## src/rtl/fb_access_scheduler.sv

```systemverilog
// Framebuffer single-port scheduler: scan-out reads win, then the fill engine, then queued CPU pixels.
// Optional FB_AUTOINC_EN: PIXEL writes advance the X/Y cursor with raster wrap.
module fb_access_scheduler #(
  parameter int FB_W       = 160,
  parameter int FB_H       = 120,
  parameter int FIFO_DEPTH = 8
) (
  input  logic        CLK,
  input  logic        RESET_N,
  input  logic [1:0]  CPU_ADDR,
  input  logic [7:0]  CPU_WDATA,
  input  logic        CPU_WR,
  input  logic        CPU_RD,
  output logic [7:0]  CPU_RDATA,
  input  logic        SCAN_REQ,
  input  logic [14:0] SCAN_ADDR,
  output logic [14:0] FB_ADDR,
  output logic        FB_WE,
  output logic [2:0]  FB_WDATA,
  output logic        BUSY
);

  localparam int AW = $clog2(FIFO_DEPTH);
  localparam logic [7:0]    X_MAX     = 8'(FB_W - 1);
  localparam logic [7:0]    Y_MAX     = 8'(FB_H - 1);
  localparam logic [14:0]   FB_W_15   = 15'(FB_W);
  localparam logic [14:0]   LAST_ADDR = 15'(FB_W * FB_H - 1);
  localparam logic [AW-1:0] PTR_ONE   = 1;
  localparam logic [AW:0]   CNT_ONE   = 1;

  typedef enum logic {
    S_IDLE,
    S_FILL
  } state_t;

  state_t        state_q, state_d;
  logic [14:0]   fill_cnt_q, fill_cnt_d;
  logic [2:0]    fill_color_q, fill_color_d;
  logic [7:0]    x_q, x_d;
  logic [7:0]    y_q, y_d;
  logic          ovf_q, ovf_d;
  logic [7:0]    rdata_q, rdata_d;
  logic          busy_q, busy_d;
  logic [AW-1:0] wr_ptr_q, wr_ptr_d;
  logic [AW-1:0] rd_ptr_q, rd_ptr_d;
  logic [AW:0]   count_q, count_d;

  logic [17:0]   fifo_mem [FIFO_DEPTH];
  logic [17:0]   fifo_head;
  logic [14:0]   push_addr;
  logic          fifo_full, fifo_empty;
  logic          pix_wr, cmd_wr, in_range, push_acc, pop, fill_start;
  logic [14:0]   fb_addr;
  logic          fb_we;
  logic [2:0]    fb_wdata;

  assign pix_wr     = CPU_WR && (CPU_ADDR == 2'd2);
  assign cmd_wr     = CPU_WR && (CPU_ADDR == 2'd3);
  assign in_range   = (x_q <= X_MAX) && (y_q <= Y_MAX);
  assign fifo_full  = count_q[AW];
  assign fifo_empty = (count_q == '0);
  assign fifo_head  = fifo_mem[rd_ptr_q];
  assign push_addr  = ({7'd0, y_q} * FB_W_15) + {7'd0, x_q};
  // A full FIFO still accepts a push when the same cycle pops an entry.
  assign push_acc   = pix_wr && in_range && (!fifo_full || pop);

  // State and arbitration registers
  always_ff @(posedge CLK or negedge RESET_N) begin
    if (!RESET_N) begin
      state_q      <= S_IDLE;
      fill_cnt_q   <= '0;
      fill_color_q <= '0;
    end else begin
      state_q      <= state_d;
      fill_cnt_q   <= fill_cnt_d;
      fill_color_q <= fill_color_d;
    end
  end

  always_comb begin
    state_d      = state_q;
    fill_cnt_d   = fill_cnt_q;
    fill_color_d = fill_color_q;
    fb_addr      = SCAN_ADDR;
    fb_we        = 1'b0;
    fb_wdata     = 3'd0;
    pop          = 1'b0;
    fill_start   = 1'b0;

    if (SCAN_REQ) begin
      fb_addr = SCAN_ADDR;
    end else if (state_q == S_FILL) begin
      fb_addr  = fill_cnt_q;
      fb_we    = 1'b1;
      fb_wdata = fill_color_q;
      if (fill_cnt_q == LAST_ADDR) begin
        state_d = S_IDLE;
      end else begin
        fill_cnt_d = fill_cnt_q + 15'd1;
      end
    end else if (!fifo_empty) begin
      fb_addr  = fifo_head[17:3];
      fb_wdata = fifo_head[2:0];
      fb_we    = 1'b1;
      pop      = 1'b1;
    end

    // Fill requests arriving mid-fill are ignored so the running fill finishes intact.
    if (cmd_wr && CPU_WDATA[0] && (state_q == S_IDLE)) begin
      fill_start   = 1'b1;
      state_d      = S_FILL;
      fill_cnt_d   = '0;
      fill_color_d = CPU_WDATA[3:1];
    end
  end

  // The RAM port is held quiet for as long as reset is asserted.
  assign FB_ADDR  = RESET_N ? fb_addr : 15'd0;
  assign FB_WE    = RESET_N && fb_we;
  assign FB_WDATA = fb_wdata;

  always_ff @(posedge CLK) begin
    if (push_acc) begin
      fifo_mem[wr_ptr_q] <= {push_addr, CPU_WDATA[2:0]};
    end
  end

  always_ff @(posedge CLK or negedge RESET_N) begin
    if (!RESET_N) begin
      x_q      <= '0;
      y_q      <= '0;
      ovf_q    <= 1'b0;
      rdata_q  <= '0;
      busy_q   <= 1'b0;
      wr_ptr_q <= '0;
      rd_ptr_q <= '0;
      count_q  <= '0;
    end else begin
      x_q      <= x_d;
      y_q      <= y_d;
      ovf_q    <= ovf_d;
      rdata_q  <= rdata_d;
      busy_q   <= busy_d;
      wr_ptr_q <= wr_ptr_d;
      rd_ptr_q <= rd_ptr_d;
      count_q  <= count_d;
    end
  end

  always_comb begin
    x_d      = x_q;
    y_d      = y_q;
    ovf_d    = ovf_q;
    rdata_d  = rdata_q;
    wr_ptr_d = wr_ptr_q;
    rd_ptr_d = rd_ptr_q;
    count_d  = count_q;

    if (CPU_WR && (CPU_ADDR == 2'd0)) x_d = CPU_WDATA;
    if (CPU_WR && (CPU_ADDR == 2'd1)) y_d = CPU_WDATA;

`ifdef FB_AUTOINC_EN
    if (pix_wr && in_range) begin
      if (x_q == X_MAX) begin
        x_d = 8'd0;
        y_d = (y_q == Y_MAX) ? 8'd0 : y_q + 8'd1;
      end else begin
        x_d = x_q + 8'd1;
      end
    end
`endif

    if (push_acc) wr_ptr_d = wr_ptr_q + PTR_ONE;
    if (pop)      rd_ptr_d = rd_ptr_q + PTR_ONE;
    if (push_acc && !pop) begin
      count_d = count_q + CNT_ONE;
    end else if (pop && !push_acc) begin
      count_d = count_q - CNT_ONE;
    end

    if (pix_wr && in_range && fifo_full && !pop) begin
      ovf_d = 1'b1;
    end else if (cmd_wr && CPU_WDATA[7]) begin
      ovf_d = 1'b0;
    end

    if (CPU_RD) begin
      case (CPU_ADDR)
        2'd0:    rdata_d = x_q;
        2'd1:    rdata_d = y_q;
        2'd2:    rdata_d = 8'd0;
        default: rdata_d = {4'b0000, ovf_q, (state_q == S_FILL), fifo_full, fifo_empty};
      endcase
    end
  end

  // Stays high one cycle past the last pending work so software never sees a gap.
  assign busy_d    = !fifo_empty || (state_q == S_FILL) || push_acc || fill_start;
  assign BUSY      = busy_q;
  assign CPU_RDATA = rdata_q;

endmodule

```

## config.mk

```make
export PLATFORM = sky130hd
export DESIGN_NAME = fb_access_scheduler
export DESIGN_NICKNAME = d
export VERILOG_FILES = /design/src/rtl/fb_access_scheduler.sv
export SDC_FILE = /design/constraint.sdc
export NUM_CORES = 1
export LEC_CHECK = 0
export CAP_MARGIN = 20
export CORE_ASPECT_RATIO = 0.7
export CORE_MARGIN = 2
export CORE_UTILIZATION = 53
export DETAILED_ROUTE_END_ITERATION = 7
export GPL_TIMING_DRIVEN = 0
export PLACE_DENSITY = 0.76
export SETUP_SLACK_MARGIN = 0.4
export SYNTH_ARGS = -nofsm -noshare
export SYNTH_HDL_FRONTEND = slang
export SYNTH_SLANG_ARGS = --single-unit
```

## constraint.sdc

```tcl
create_clock -name CLK -period 3.15 [get_ports CLK]
set_input_delay 0.315 -clock CLK [delete_from_list [all_inputs] [get_ports CLK]]
set_output_delay 0.315 -clock CLK [all_outputs]
set_load 0.01 [all_outputs]
```

### After elaboration in Yosys (flattened, before gate mapping)

Memories as Yosys holds them, arrays and structs flattened.
Index checks and enable logic that the tools add are counted.

* ROM bits: 0
* memories kept: 1
* input port bits: 30
* bits in registers: 55
* output and inout port bits: 28
* latch bits: 0
* memory bits (writable): 144

Memories
* fifo_mem: words 8, bits a word 18, read ports 1, clocked after memory_dff 0, write ports 1, RTL line 48 `logic [17:0] fifo_mem [FIFO_DEPTH];`

* div/mod/pow operators: 0
* multipliers: 1
* add/subtract/negate cells: 6
* multiplexer cells: 28
* $lt $le $gt $ge: 2
* bitwise operators: 1
* eq/ne operators: 6
* reduce and logical (&&, ||, !) cells: 29
* shift-type cells: 0

Operators with widths (count)
* 2-to-1 mux 15 bit: 8
* case mux 8 bit (3 select lines): 1
* adder 15 x 1 -> 15 bit, second input constant: 1
* adder 15 x 8 -> 15 bit: 1
* == test 15 bit, second input constant: 1
* logical AND 1 bit: 15
* 2-to-1 mux 1 bit: 14
* multiplier 8 x 3 -> 10 bit, second input constant: 1
* 2-to-1 mux 3 bit: 3
* <= comparator 8 x 7 -> 1 bit, second input constant: 1
* <= comparator 8 bit, second input constant: 1
* 2-to-1 mux 4 bit: 2
* adder 3 x 1 -> 3 bit, second input constant: 2
* nonzero test 2 bit: 3
* adder 4 x 1 -> 4 bit, second input constant: 1
* == test 2 bit, second input constant: 2
* logical NOT 1 bit: 4
* logical NOT 4 bit: 1
* logical OR 1 bit: 4
* inequality test 2 x 1 -> 1 bit, second input constant: 2
* subtractor 4 x 1 -> 4 bit, second input constant: 1
* AND reduction 3 bit: 1
* == test 2 x 1 -> 1 bit, second input constant: 1
* logical NOT 2 bit: 1
* NOT 1 bit: 1

### Longest topological paths before layout

Gate-level depths: netlist of run 1.

* word-level depth: 10
* gate-level depth with buffers: 12
* mapped depth without buffers: 12

### Least setup slack after synthesis of run 1

No wires, ideal clock.

* path kind: reg2reg
* start: register state_q
* end: memory fifo_mem[0][0], enable pin
* cell stages (with the launch flop): 7
* buffers on the path: 1
* period minus slack after synthesis: 2.980 ns
* slack: 0.170 ns
* data arrival time: 2.564 ns
* path through: dfrtp_1 clkbuf_2 nor3_4 inv_2 a21oi_4 nand2b_1 nor3_1

* longest elaborated chain between the ends: 6

Ends and longest elaborated chain
* from (decl): RTL line 36 `state_t state_q, state_d;`
* from (signal assigned): RTL line 74 `state_q <= state_d;`
* 2-to-1 mux 1 bit: RTL line 92 `end else if (state_q == S_FILL) begin`
* 2-to-1 mux 1 bit: RTL line 90 `if (SCAN_REQ) begin`
* logical OR 1 bit: RTL line 65 `assign push_acc = pix_wr && in_range && (!fifo_full || pop);`
* logical AND 1 bit: RTL line 65
* named net push_acc: RTL line 52 `logic pix_wr, cmd_wr, in_range, push_acc, pop, fill_start;`
* 2-to-1 mux 1 bit: RTL line 123 `if (push_acc) begin`
* 2-to-1 mux 1 bit (not written as such): RTL line 124 `fifo_mem[wr_ptr_q] <= {push_addr, CPU_WDATA[2:0]};`
* to (decl): RTL line 48

The timed path passes the listed nets, and every way through them passes these cells.

### Worst setup path in the final report of run 1

* start: register y_q[3]
* end: memory fifo_mem[3][17] (data pin)

* longest elaborated chain between the ends: 2

Ends and longest elaborated chain
* from (decl): RTL line 40 `logic [7:0] y_q, y_d;`
* from (signal assigned): RTL line 140 `y_q <= y_d;`
* multiplier 8 x 3 -> 10 bit: RTL line 63 `assign push_addr = ({7'd0, y_q} * FB_W_15) + {7'd0, x_q};`
* adder 15 x 8 -> 15 bit: RTL line 63
* named net push_addr[14]: RTL line 50 `logic [14:0] push_addr;`

The timed path passes the listed nets, and every way through them passes these cells.

==> reports/qor.yml, run 1 <==
die-height_um: 112
synth-compound-area-share_pct: 4.87
fp.dieW_um: 159
rows: 39
synth_top_family_by_area: "multiplexers"
antennaDiodeCount: 0
synth.distinct_cells: 55
via_per_inst: 5.77
cts_sinks: 199
hp-class: "in -> async"
vias: 5272
netSwitchingFraction_pct: 32.1
area_delta_synth_final_pct: 23.0
crit_arrival_ns: 2.91
grt_overflow: 0
pwr-share-comb_pct: 36.1
drcViolationCount: 0
outcome: "finished clean"
clockBufferDepth: 2
synthSimpleGateAreaFrac_pct: 8.28
p_sw_mw: 2.79
p_leak_nw: 4.05
r2r_end: "fifo_mem[3][17]"
fin_skew_ns: 0.00949
dp_hpwl_mm: 13.1
cts_made_buffers: 17
core_area_um2: 16400
fin_util_pct: 66.7
synth-seq-cells: 199
fmax_mhz: 366
grt_use_total_pct: 23.1
r2r_slack_ns: 0.42
totalWireLength_mm: 19.4
synth_top_area_cell: "edfxtp_1"
clk_pin_slew_ns: 0.07
crit_type: "reg -> reg"
synthAdderAreaFrac_pct: 3.63
syn_nets: 624
n_fill_cell: 1122
grt_max_degree: 41
critPathCapture: "fifo_mem[3][17]"
finalSetupViolCount: 0
dieArea_um2: 17900
synth_edf_count: 144
drv_slew: 0
start_util_pct: 54.3
seqPwrFrac_pct: 40.8
ios: 58
synth_area_leaders: "edfxtp_1 49%, dfrtp_1 15%, mux4_2 9.1%"
drive_gt1_share_pct: 29.0
synthXorXnorAreaFrac_pct: 2.85
drt-pass1-iter-count: 6
syn-instance-count: 570
crit_start: "y_q[3]"
finalCritPeriodShare_pct: 86.7
tritoncts: "done"
fin_crit_ns: 2.73
cp-start-kind: "flop"
p_per_area_nw_per_um2: 794
rr_startpoint: "y_q[3]"
synth-seq-area-share_pct: 64.1
cts_root_buf: "clkbuf_16"
p_clk_share_pct: 23.1
detail_route.wl_per_cell_um: 21.2
rsz0062_at_grt: "true"
synthArstFlopShare_pct: 27.6
grt_pass1_wl_mm: 30.8
port-buffer-count: 57
intPower_mw: 5.90
cp-end-kind: "flop"
synth.avg_cell_area_um2: 15.6
antenna_found_initial: 1
yosys_warnings: 0
place_congestion: 0.833
hold_violations: 0
cts_max_level: 4
nets: 730
synth_top_area_share_pct: 48.6
path_max_fanout: 8
power.total_mw: 8.69
critPathRequiredTime_ns: 3.33
muxShareOfSynthArea_pct: 14.6
yosys_most_used_dff: "edfxtp_1"
cap_violations: 0
ir_drop_v: 0.000482
drt_iter0_drc: 408
synth_area_um2: 8900
grt_pass1_vias: 5554
slew_headroom_pct: 47.0
insertion_delay_ns: 0.43
antenna_left: 0
tightest_slew_ns: 0.790
reg2regPathDepth: 8
[synthesized netlist by cell type (2+ instances only)]
library cell,n
a221oi_1,6
clkbuf_1,9
nand3b_1,3
ha_1,21
o22ai_1,4
edfxtp_1,144
dfrtp_1,55
a211oi_1,2
inv_1,12
a22oi_1,4
buf_2,8
xnor2_1,21
nand2_1,50
mux4_2,36
nand3_1,7
o2111ai_1,2
fa_1,3
nand2b_1,5
nand4_1,6
a221oi_2,9
a21o_1,2
nor2_1,48
nor4_1,3
xor2_1,8
nor4b_1,2
a21oi_1,9
nor2b_1,4
mux2i_1,26
o21ai_0,13
and4_1,2
nor3_1,3
mux2_2,19
buf_1,2
[registers in the layout, indices dropped and copies added (netlist names)]
| signal | flops |
|---|---|
| ovf_q | 1 |
| fifo_mem | 144 |
| fill_color_q | 3 |
| state_q | 1 |
| fill_cnt_q | 15 |
| y_q | 8 |
| wr_ptr_q | 3 |
| rd_ptr_q | 3 |
| CPU_RDATA | 8 |
| x_q | 8 |
| count_q | 4 |
| BUSY | 1 |
[power by group through the flow]
| stage | logic [mW] | clock network (mW) | registers, mW |
|---|---|---|---|
| 2_1_floorplan | 1.82 | 0 | 3.53 |
| 3_3_place_gp | 2.53 | 0 | 3.57 |
| 3_5_place_dp | 2.65 | 0 | 3.61 |
| 4_1_cts | 3.00 | 2.05 | 3.54 |
| 5_1_grt | 3.41 | 2.17 | 3.58 |
| 6_report | 3.14 | 2.01 | 3.55 |
[worst max-delay path, stage by stage (launching register included)]
cell and delay [ns]:
dfrtp_2 0.44, ha_1 0.29, ha_1 0.24, fa_2 0.57, nand2_1 0.10, nor3b_2 0.30
nand4_1 0.20, xnor2_2 0.18, buf_4 0.16
[how the worst min path moves through the flow]
stage	start	end	slack, ns	depth (start not counted)
after floorplan	RESET_N	BUSY	0.02	0
after global placement	fill_color_q[2]	fill_color_q[2]	0.47	2
after detailed placement	RESET_N	fill_cnt_q[11]	0.30	1
after CTS	RESET_N	state_q	0.06	3
after global routing	RESET_N	state_q	0.08	3
final	RESET_N	state_q	0.06	3
[metrics by stage]
step / cell area [µm²] / TNS [ns] / setup slack [ns] / instances / hold slack [ns]
2_1_floorplan: 8910 / 0 / 0.587 / 570 / 0.0194
3_3_place_gp: 9760 / -125.06 / -1.53 / 852 / 0.465
3_5_place_dp: 9970 / -0.960 / -0.183 / 861 / 0.304
4_1_cts: 10800 / 0 / 0.354 / 908 / 0.0572
5_1_grt: 10900 / 0 / 0.266 / 914 / 0.0796
6_report: 10900 / 0 / 0.419 / 914 / 0.0553
[metal layers]
metal	part of all wire [%]	vias up	GRT usage (%)	wire (µm)
met3	7.9	27	5.58	1540
li1	-	2399	-	-
met1	43	2635	32.5	8420
met2	47	211	36.7	9130
met4	1.5	0	6.67	291
met5	0	-	0	0
[logic make-up after synthesis]
family | after synthesis
adder cells (fa/ha/maj) | 24
AO/OA/AOI/OAI | 54
multiplexers | 82
XOR/XNOR | 29
flip-flops | 199
buffers and inverters | 35
AND/OR/NAND/NOR | 147
[what timing repair did]
action                                 CTS  global route
setup buffers                           13             6
resized for setup                       92            24
setup endpoints to repair              138            98
cloned                                   0             0
hold buffers                             2             0
endpoints found under the hold margin   15             0
pin swaps                                5            12
[cells in the final DEF, fill, tap and decap left out, types with 7 or more instances in the layout]
cell,Yosys,final
inv_1,12,11
dlygate4sd2_1,0,8
a21oi_1,9,8
edfxtp_1,144,144
nand2_1,50,50
clkdlybuf4s50_1,0,37
nand3_1,7,7
a221oi_2,9,11
dfrtp_1,55,49
o21ai_0,13,12
buf_2,8,13
buf_4,1,23
mux2i_1,26,20
xor2_1,8,7
mux2_2,19,19
clkbuf_16,0,18
nor2_2,1,8
nor2_1,48,41
xnor2_1,21,18
ha_1,21,16
mux4_2,36,36
[layout make-up]
cell class                      count  area, µm²  share of cell area, %
Sequential cell                   199       5710                   52.2
Clock buffer                       21        482                   4.40
Buffer                             22        179                   1.64
Tap cell                          225        282                   2.57
Timing Repair Buffer               87        876                   8.00
Multi-Input combinational cell    336       3290                   30.1
Inverter                           13       51.3                  0.469
Clock inverter                     11       71.3                  0.652
No activity file was read; power rests on OpenSTA's default activity.
==> run 2, diff against run 1 <==
Settings changed: CORE_ASPECT_RATIO 0.7 to 1.5, CORE_UTILIZATION 53 to 55, CTS_BUF_LIST from default to sky130_fd_sc_hd__clkbuf_4, PLACE_DENSITY 0.76 to 0.78, SKIP_CTS_REPAIR_TIMING from default to 1.
==> run 2 against run 1 <==
  * Die area decreased by 3.5%
  * Critical path depth increased by 5
  * Register-to-register slack got worse by 0.04 ns
  * First-iteration DRC count decreased by 19%
  * Cell area decreased by 0.57%
  * Combinational power increased by 7.3%
  * Final cell count decreased by 1.1%
  * Non-clock buffer count increased by 8
  * Critical endpoint is now count_q[3]
  * Largest cell class unchanged
  * Highest routed layer unchanged
==> reports/qor.yml, run 2 (same netlist as run 1, synthesis figures left out) <==
outcome: "finished clean"
area_delta_synth_final_pct: 22.3
cap_violations: 0
cp-start-kind: "flop"
setup-tns-final_ns: 0
start_util_pct: 55.4
drt-pass1-iter-count: 5
p_per_area_nw_per_um2: 754
layout_common_cells: "144 x edfxtp_1, 50 x nand2_1, 46 x dfrtp_1"
reg2regPathDepth: 13
finalSetupViolCount: 0
cts_root_buf: "clkbuf_4"
r2r_slack_ns: 0.38
crit_arrival_ns: 3.27
grt_overflow: 0
finalCritPeriodShare_pct: 87.9
die-height_um: 160
grt_use_total_pct: 22.5
crit_type: "reg -> reg"
grt_pass1_vias: 5479
drv_slew: 0
ir_drop_v: 0.000409
tritoncts: "done"
nets: 738
drcViolationCount: 0
fin_skew_ns: 0.0248
clockBufferDepth: 2
antenna_found_initial: 1
r2r_end: "count_q[3]"
antenna_left: 0
port-buffer-count: 57
holdPathEnd: "x_q[6]"
vias: 5445
ios: 58
fin_crit_ns: 2.77
cts_made_buffers: 17
fp.dieW_um: 108
largest_register_ffs: 144
rr_startpoint: "count_q[2]"
cts_sinks: 199
reg_top3: "fifo_mem: 144 flops, fill_cnt_q: 15 flops"
final_cell_area_um2: 10900
p_leak_nw: 4.03
detail_route.wl_per_cell_um: 21.8
grt_pass1_wl_mm: 28.9
hold_ws_ns: 0.328
dieArea_um2: 17200
rsz0062_at_grt: "true"
post_dp_cell_area_um2: 10000
critPathRequiredTime_ns: 3.66
path_max_fanout: 5
holdPathStages: 3
drive_gt1_share_pct: 32.1
cts_max_level: 4
tightest_slew_ns: 0.807
place_congestion: 0.843
final_common_cell: "edfxtp_1"
grt_max_degree: 41
via_per_inst: 6.02
totalWireLength_mm: 19.7
core_area_um2: 16000
n_fill_cell: 1050
hold_violations: 0
largest-register: "fifo_mem"
cp-end-kind: "flop"
fmax_mhz: 361
clk_pin_slew_ns: 0.16
hp-class: "in -> reg"
insertion_delay_ns: 0.59
dp_hpwl_mm: 13.3
min_from: "CPU_WDATA[6]"
rows: 57
placedCellCount: 842
fin_cells: 904
slew_headroom_pct: 46.0
drt_iter0_drc: 330
## run 2: changes by cell type in the layout (fill, tap and decap cells not counted), sizes merged, moves of 3 or more
cell,change
buf,+3
clkinv,-6
dlymetal6s2s,+3
dlygate4sd2,-8
clkbuf,+7
inv,+8
## run 2: where the power goes
group / switching [mW] / internal (mW) / leakage [nW]
registers: 0.245 / 3.32 / 1.97
logic: 1.68 / 1.69 / 1.91
clock network: 0.902 / 0.362 / 0.147
## run 2: cell type report
cell class / count / area [µm²] / share of cell area (%)
Sequential cell: 199 / 5710 / 52.5
Clock inverter: 14 / 131 / 1.21
Tap cell: 206 / 258 / 2.37
Inverter: 13 / 51.3 / 0.471
Timing Repair Buffer: 95 / 1060 / 9.73
Clock buffer: 18 / 135 / 1.24
Antenna cell: 1 / 2.50 / 0.0230
Multi-Input combinational cell: 336 / 3340 / 30.7
Buffer: 22 / 196 / 1.81
## run 2: critical path, cell delays in order (launching register included)
cell and delay [ns]:
dfrtp_1 0.46, nor4_4 0.46, buf_4 0.20, nor3_4 0.05, inv_4 0.12, buf_12 0.12, ha_2 0.19, inv_2 0.06
ha_1 0.27, a21o_1 0.19, a21oi_2 0.15, xnor2_1 0.09, nor2_1 0.14, xor2_1 0.18
## run 2: through the flow
step                setup slack [ns]  util (%)  power (mW)
global placement               -1.52      60.7        6.06
floorplan                      0.587         -        5.35
detailed placement            -0.112      62.3        6.23
global route                   0.243      67.8        8.61
finish                         0.381      67.8        8.20
CTS                           -0.381      64.0        7.46
## run 2: worst max-delay path by stage
stage                           start              end  slack (ns)
after floorplan                y_q[1]  fifo_mem[0][17]        0.59
after global placement        RESET_N      FB_ADDR[12]       -1.52
after detailed placement     SCAN_REQ       count_q[3]       -0.11
after CTS                 rd_ptr_q[1]       FB_ADDR[2]       -0.38
after global routing       count_q[2]       FB_ADDR[4]        0.24
final                      count_q[2]       count_q[3]        0.38
## run 2: routing by layer
layer	share of wire, %	GRT usage (%)
met4	2.3	8.39
met5	0	0
met2	56	40.0
met3	5.0	4.90
met1	37	26.3
==> run 3, diff against run 2 <==
Settings changed: CTS_CLUSTER_DIAMETER from default to 120.
==> results of run 3 <==
The final DEF is identical to that of run 2; final timing and power are the same.
